### config.mk
export PLATFORM = sky130hd
export DESIGN_NAME = led_bar_scan_mux
export DESIGN_NICKNAME = d
export VERILOG_FILES = /design/src/rtl/led_bar_scan_mux.sv
export SDC_FILE = /design/constraint.sdc
export NUM_CORES = 1
export LEC_CHECK = 0
export CORE_MARGIN = 2
export CORE_UTILIZATION = 43
export DETAILED_ROUTE_END_ITERATION = 8
export GPL_TIMING_DRIVEN = 0
export MAX_ROUTING_LAYER = met4
export PLACE_DENSITY = 0.68
export SYNTH_ARGS = -nofsm -noshare
export SYNTH_HDL_FRONTEND = slang
export SYNTH_SLANG_ARGS = --single-unit
### constraint.sdc
create_clock -name pll0_50MHz -period 4.2 [get_ports pll0_50MHz]
set_input_delay 0.84 -clock pll0_50MHz [delete_from_list [all_inputs] [get_ports pll0_50MHz]]
set_output_delay 0.84 -clock pll0_50MHz [all_outputs]
set_load 0.03 [all_outputs]
### src/rtl/led_bar_scan_mux.sv
`timescale 1ns/1ps
`default_nettype none
// ============================================================================
//  Module      : led_bar_scan_mux
//  Description : Front-panel LED bar source selector: manual/auto-scan channel
//                select, per-bit pulse stretching, freeze, selectable polarity.
//  Revision    : 1.0  initial release
// ============================================================================
module led_bar_scan_mux #(
    parameter int WIDTH      = 8,
    parameter int NCH        = 4,
    parameter int SELW       = 2,
    parameter int DWELL      = 25000000,
    parameter int HOLD       = 2500000,
    parameter bit ACTIVE_LOW = 1'b1
) (
    input  logic                  pll0_50MHz,
    input  logic                  reset,
    input  logic [NCH*WIDTH-1:0]  chData,
    input  logic [SELW-1:0]       sw,
    input  logic                  autoScan,
    input  logic                  freeze,
    output logic [WIDTH-1:0]      LEDoutData,
    output logic [SELW-1:0]       curCh
);

    localparam int               TW        = (DWELL > 1) ? $clog2(DWELL) : 1;
    localparam logic [TW-1:0]    C_TLAST   = TW'(DWELL - 1);
    localparam logic [SELW-1:0]  C_LAST_CH = SELW'(NCH - 1);
    localparam logic [WIDTH-1:0] C_DARK    = {WIDTH{ACTIVE_LOW}};

    logic [SELW-1:0]  r_cur;
    logic [TW-1:0]    r_tmr;
    logic [WIDTH-1:0] r_led;
    logic             r_auto_d;

    logic [SELW-1:0]  w_sel;
    logic [SELW-1:0]  w_next_ch;
    logic [TW-1:0]    w_next_tmr;
    logic             w_ch_change;
    logic [WIDTH-1:0] w_d;
    logic [WIDTH-1:0] w_shown;
    logic [WIDTH-1:0] w_ch [2**SELW];

    // Unused select codes (NCH not a power of two) read as an idle bus.
    genvar k;
    generate
        for (k = 0; k < 2**SELW; k++) begin : g_chan
            if (k < NCH) begin : g_real
                assign w_ch[k] = chData[k*WIDTH +: WIDTH];
            end else begin : g_pad
                assign w_ch[k] = '0;
            end
        end
    endgenerate

    assign w_sel = (32'(sw) >= NCH) ? C_LAST_CH : sw;
    assign w_d   = w_ch[r_cur];

    always_comb begin
        w_next_ch  = w_sel;
        w_next_tmr = '0;
        // A rising autoScan (r_auto_d low) falls through to the defaults: restart at sw.
        if (autoScan && r_auto_d) begin
            if (r_tmr == C_TLAST) begin
                w_next_tmr = '0;
                w_next_ch  = (r_cur == C_LAST_CH) ? '0 : r_cur + 1'b1;
            end else begin
                w_next_tmr = r_tmr + 1'b1;
                w_next_ch  = r_cur;
            end
        end
    end

    assign w_ch_change = (w_next_ch != r_cur);

    generate
        if (HOLD > 0) begin : g_stretch
            localparam int            CW     = $clog2(HOLD + 1);
            localparam logic [CW-1:0] C_HOLD = CW'(HOLD);
            logic [CW-1:0] r_cnt [WIDTH];

            always_ff @(posedge pll0_50MHz) begin
                if (reset) begin
                    for (int i = 0; i < WIDTH; i++) r_cnt[i] <= '0;
                end else if (!freeze) begin
                    for (int i = 0; i < WIDTH; i++) begin
                        if (w_ch_change)
                            r_cnt[i] <= '0;
                        else if (w_d[i])
                            r_cnt[i] <= C_HOLD;
                        else if (r_cnt[i] != '0)
                            r_cnt[i] <= r_cnt[i] - 1'b1;
                    end
                end
            end

            always_comb begin
                w_shown = '0;
                for (int i = 0; i < WIDTH; i++)
                    w_shown[i] = w_d[i] | (r_cnt[i] != '0);
            end
        end else begin : g_nostretch
            assign w_shown = w_d;
        end
    endgenerate

    // The autoScan edge detector keeps tracking through reset and freeze, so
    // an edge that happened while held is not replayed afterwards.
    always_ff @(posedge pll0_50MHz) begin
        r_auto_d <= autoScan;
        if (reset) begin
            r_cur <= '0;
            r_tmr <= '0;
            r_led <= C_DARK;
        end else if (!freeze) begin
            r_cur <= w_next_ch;
            r_tmr <= w_next_tmr;
            r_led <= ACTIVE_LOW ? ~w_shown : w_shown;
        end
    end

    assign LEDoutData = r_led;
    assign curCh      = r_cur;

endmodule
`default_nettype wire

# == Word-level counts from Yosys, hierarchy flattened ==
# Memory sizes are Yosys's and may differ from the RTL's.
# Cells that the tools add are included.
# word_totals
ramBits,176
mem_count,1
register_bits,36
inputBits,38
elab_cells,188
# mem_list
name,depth,word_bits,read_ports,rd_clocked_by_memory_dff,wr,line,rtl
g_stretch.r_cnt,8,22,8,0,8,81,logic [CW-1:0] r_cnt [WIDTH];
# classes
n_addsub,10
muxes,126
magnitude_cmp,1
n_eq_ne,3
bitwise,34
n_reduce_logical,9
# ops
op,n
$mux W22,24
$reduce_bool A22 Y1,8
$sub A22 B1 Y22 const B,8
$mux W1,94
$mux W25,2
$or A1 B1 Y1,32
$add A25 B1 Y25 const B,1
$eq A25 B25 Y1 const B,1
$bmux W8 S2,1
$mux W8,2
$not A8 Y8,1
$mux W2,3
$ge A3 B3 Y1 const B,1
$not A2 Y3,1
$add A2 B1 Y2 const B,1
$eq A2 B2 Y1 const B,1
$ne A2 B2 Y1,1
$logic_and A1 B1 Y1,1

# == Longest topological paths before layout ==
# depth
depth_word,12
mapped_depth,8

# == Worst setup path after synthesis ==
# Ideal clock, no wire load.
# synth_path
kind,register -> register
startpoint,reg r_tmr[0]
endpoint,mem g_stretch.r_cnt[1][44] in the netlist's numbering (enable)
setup_slack_ns,0.712
setup_time_ns,0.414
required_time_ns,3.786
stages_incl_launch_ff,8
t_arrival_ns,3.074
path_cell_list,dfxtp_1 -> ha_1 -> or4b_1 -> nor4_2 -> a21oi_1 -> clkbuf_1 -> o21a_1 -> a41oi_1
# synth_lines
element,line,rtl
start: declaration,33,logic [TW-1:0] r_tmr;
start signal: assignment,118,r_tmr <= w_next_tmr;
end: declaration,81,

==> summary.txt <==
Status
  – Status: finished, final reports clean

Pwr
  – Leakage: 4.65 nW
  – Flop pwr share: 48.5%
  – VDD IR max: 412 uV
  – NetSw: 1.38 mW
  – Pwr per Cell Area: 386 nW/um^2
  – Gate power share: 14.8%
  – Internal Pwr Total: 3.85 mW
  – Final Total Pwr: 5.22 mW
  – Switching Share: 26.4%
  – Clock Power Share: 36.7%

GRT
  – First-pass GRT wire length: 44600 um
  – Initial antenna violation count: 0
  – Vias in the first global route: 8950
  – Grt ovf: 0
  – Pin count of the biggest net entering global routing: 18
  – GRT Util Overall: 19.5%

Placed design
  – Setup WS pre-CTS: -0.399 ns
  – Placed Instance Area: 12800 um^2
  – Placed cell count: 1552
  – Half-perimeter wire length after placement: 18500 um
  – Gp weighted congestion: 0.881
  – Port Buf Inserts: 47

Timing
  – Min setup slack post-route: 0.340 ns
  – Slew at the pin closest to its max-slew limit: 1.13 ns
  – Final min period: 3.86 ns
  – Fmax: 259 MHz
  – Final period util: 91.9%
  – Max transition margin: 24.2%
  – Fin. Hold Viols: 0
  – Post-Route Skew: 0.0134 ns
  – Max Slew Vio Count: 0
  – # setup viols final: 0
  – RSZ-0062 raised after global routing: no

Critical path
  – Flop-to-flop setup slack: 0.34 ns
  – Crit-path cells: buf_1, nand3_1, a221oi_1, clkbuf_2, o21a_1, a41oi_2, buf_16
  – CP Data Arrival Time: 4.12 ns
  – Crit path max fanout: 15
  – Crit-path max cell delay: 0.67 ns
  – Critical Path RT: 4.46 ns
  – Critical Path Start Type: flip-flop
  – Worst Setup End Kind: flip-flop
  – Crit path kind: reg2reg
  – Max stage delay cell, worst path: o21a_1

Clocking
  – CTS H-tree depth: 1
  – Clock latency at the later pin of the worst-skew pair: 0.51 ns
  – CTS tree: yes
  – Post-CTS setup buffers: 0
  – Maximum clock insertion buffer count: 3
  – Inserted Clock Buffers: 23
  – CTS root buffer: clkbuf_16
  – Sink Count: 212
  – Reg clk slew, reported paths: 0.06 ns

Synthesis
  – Cell accounting for the most synthesized area: edfxtp_1
  – Post-synth top flop: edfxtp_1
  – Count leader, synth: nor2_1
  – Most frequent cells after synthesis: nor2_1 (210), edfxtp_1 (176), xnor2_1 (87), a21oi_1 (74), nand2_1 (68)
  – Yosys warns: 0
  – Unique masters post-synth: 62
  – Async SR Flop Fraction: 0%
  – Mapped cell area: 11800 um^2
  – Post-Syn Nets: 1211
  – Top cells by area, synth: edfxtp_1 (45%), nor2_1 (6.7%), xnor2_1 (6.5%), dfxtp_1 (6.1%), xor2_1 (4.1%)
  – Post-synth EDFFs: 176
  – Post-synthesis sequential area ratio: 51.1%
  – Post-Synthesis Cells: 1156
  – Synthesized flop and latch total: 212
  – Synth Area per Inst: 10.2 um^2
  – Top-area cell type share of the netlist area: 45.0%

Floorplan
  – Die Height: 169 um
  – IO Count: 48
  – Die footprint: 28700 um^2
  – Initial Utilization: 43.7%
  – Core area: 26900 um^2
  – # rows: 60
  – Die span in x: 169 um

Cells and area
  – Fill cells: 2434
  – Layout Cells excl Fill: 1592
  – Final core utilization: 50.3%
  – Layout cells sized above 1: 6.24%
  – Nets: 1291
  – Final instance area: 13500 um^2
  – Antenna diodes: 0
  – Syn-to-layout area delta: 15.1%

Run
  – Max-Cap Viols: 0

Min path
  – Worst Hold Class: reg2reg

Drt
  – Routed wire per std cell: 16.8 um
  – Via count: 9121
  – Pre-antenna DRT Iters: 5
  – Final wirelength: 26700 um
  – Drt initial violations: 514
  – # DRC: 0
  – Routed Antenna Nets: 0
  – Vias per cell: 5.73
## layout make-up
class                      count  area [um^2]  area share (%)
sequential                   212         6010            44.4
multi-input combinational    881         5540            40.9
clock buffer                  34          647            4.78
timing repair buffer          55          616            4.55
tap                          341          427            3.15
buffer                        38          154            1.14
inverter                      25         93.8           0.694
clock inverter                 6         48.8           0.361
## cells in the final DEF (no fill, tap or decap), drive strengths merged, types with 37 or more instances in the layout
cell type      instances
nor3                  56
nand2                 68
a21oi                 74
xnor2                 87
clkbuf                65
xor2                  55
nand3                 37
edfxtp               176
clkdlybuf4s50         47
nor2                 210
## cells by family (layout without fill, tap and decap cells)
group / count (synthesis) / after routing / synth area share (%)
simple gates: 541 / 541 / 23.4
flops: 212 / 212 / 51.1
compound gates: 165 / 165 / 9.04
xor+xnor: 142 / 142 / 10.6
buf+inv: 63 / 158 / 2.10
fa+ha+maj: 17 / 17 / 1.81
mux: 16 / 16 / 2.02
## layer usage
layer  global-route usage (%)  part of all wire [%]  up-vias
li1                         -                     -     4445
met1                     25.9                    45     4392
met2                     31.0                    47      232
met3                     2.92                   5.5       52
met4                     6.13                   2.6        0
met5                        -                     0        -
## through the flow
stage,TNS (ns),hold WS (ns)
after floorplan,0,0.465
after global placement,-124.03,0.457
after detailed placement,-17.73,0.496
after CTS,0,0.516
after global routing,0,0.529
final,0,0.517
## state kept, by name (all words and copies together) (netlist names)
signal,cells
g_stretch.r_cnt,176
r_tmr,25
LEDoutData,8
curCh,2
r_auto_d,1
## power by group through the flow
stage | combinational (mW) | sequential (mW) | clock (mW)
after floorplan | 0.538 | 2.55 | 0
after global placement | 0.735 | 2.57 | 0
after detailed placement | 0.766 | 2.57 | 0
after CTS | 0.772 | 2.53 | 1.95
after global routing | 0.862 | 2.55 | 2.04
final | 0.773 | 2.53 | 1.92
## timing repair
| item | 4_1_cts | 5_1_grt |
|---|---|---|
| resized for setup | 0 | 2 |
| setup endpoints to repair | 0 | 15 |
| endpoints found under the hold margin | 0 | 0 |
| hold buffers | 0 | 0 |
## worst max-delay path, delay by kind of cell (launching register included)
family,cells,cell delay (ns)
DFF,1,0.50
AOI/OAI and AO/OA,3,1.57
and+or+nand+nor,1,0.14
buffers and inverters,3,1.39
## path summary, 6_finish.rpt
check                                    endpoint                    from  depth (start not counted)
max          g_stretch.r_cnt[1][53]$_SDFFCE_PP0P_   curCh[1]$_SDFFE_PP0N_                          7
min                        r_tmr[24]$_SDFFE_PP0N_  r_tmr[24]$_SDFFE_PP0N_                          2
max reg2reg  g_stretch.r_cnt[1][53]$_SDFFCE_PP0P_   curCh[1]$_SDFFE_PP0N_                          7
min reg2reg                r_tmr[24]$_SDFFE_PP0N_  r_tmr[24]$_SDFFE_PP0N_                          2
(Power assumes the default switching activity.)
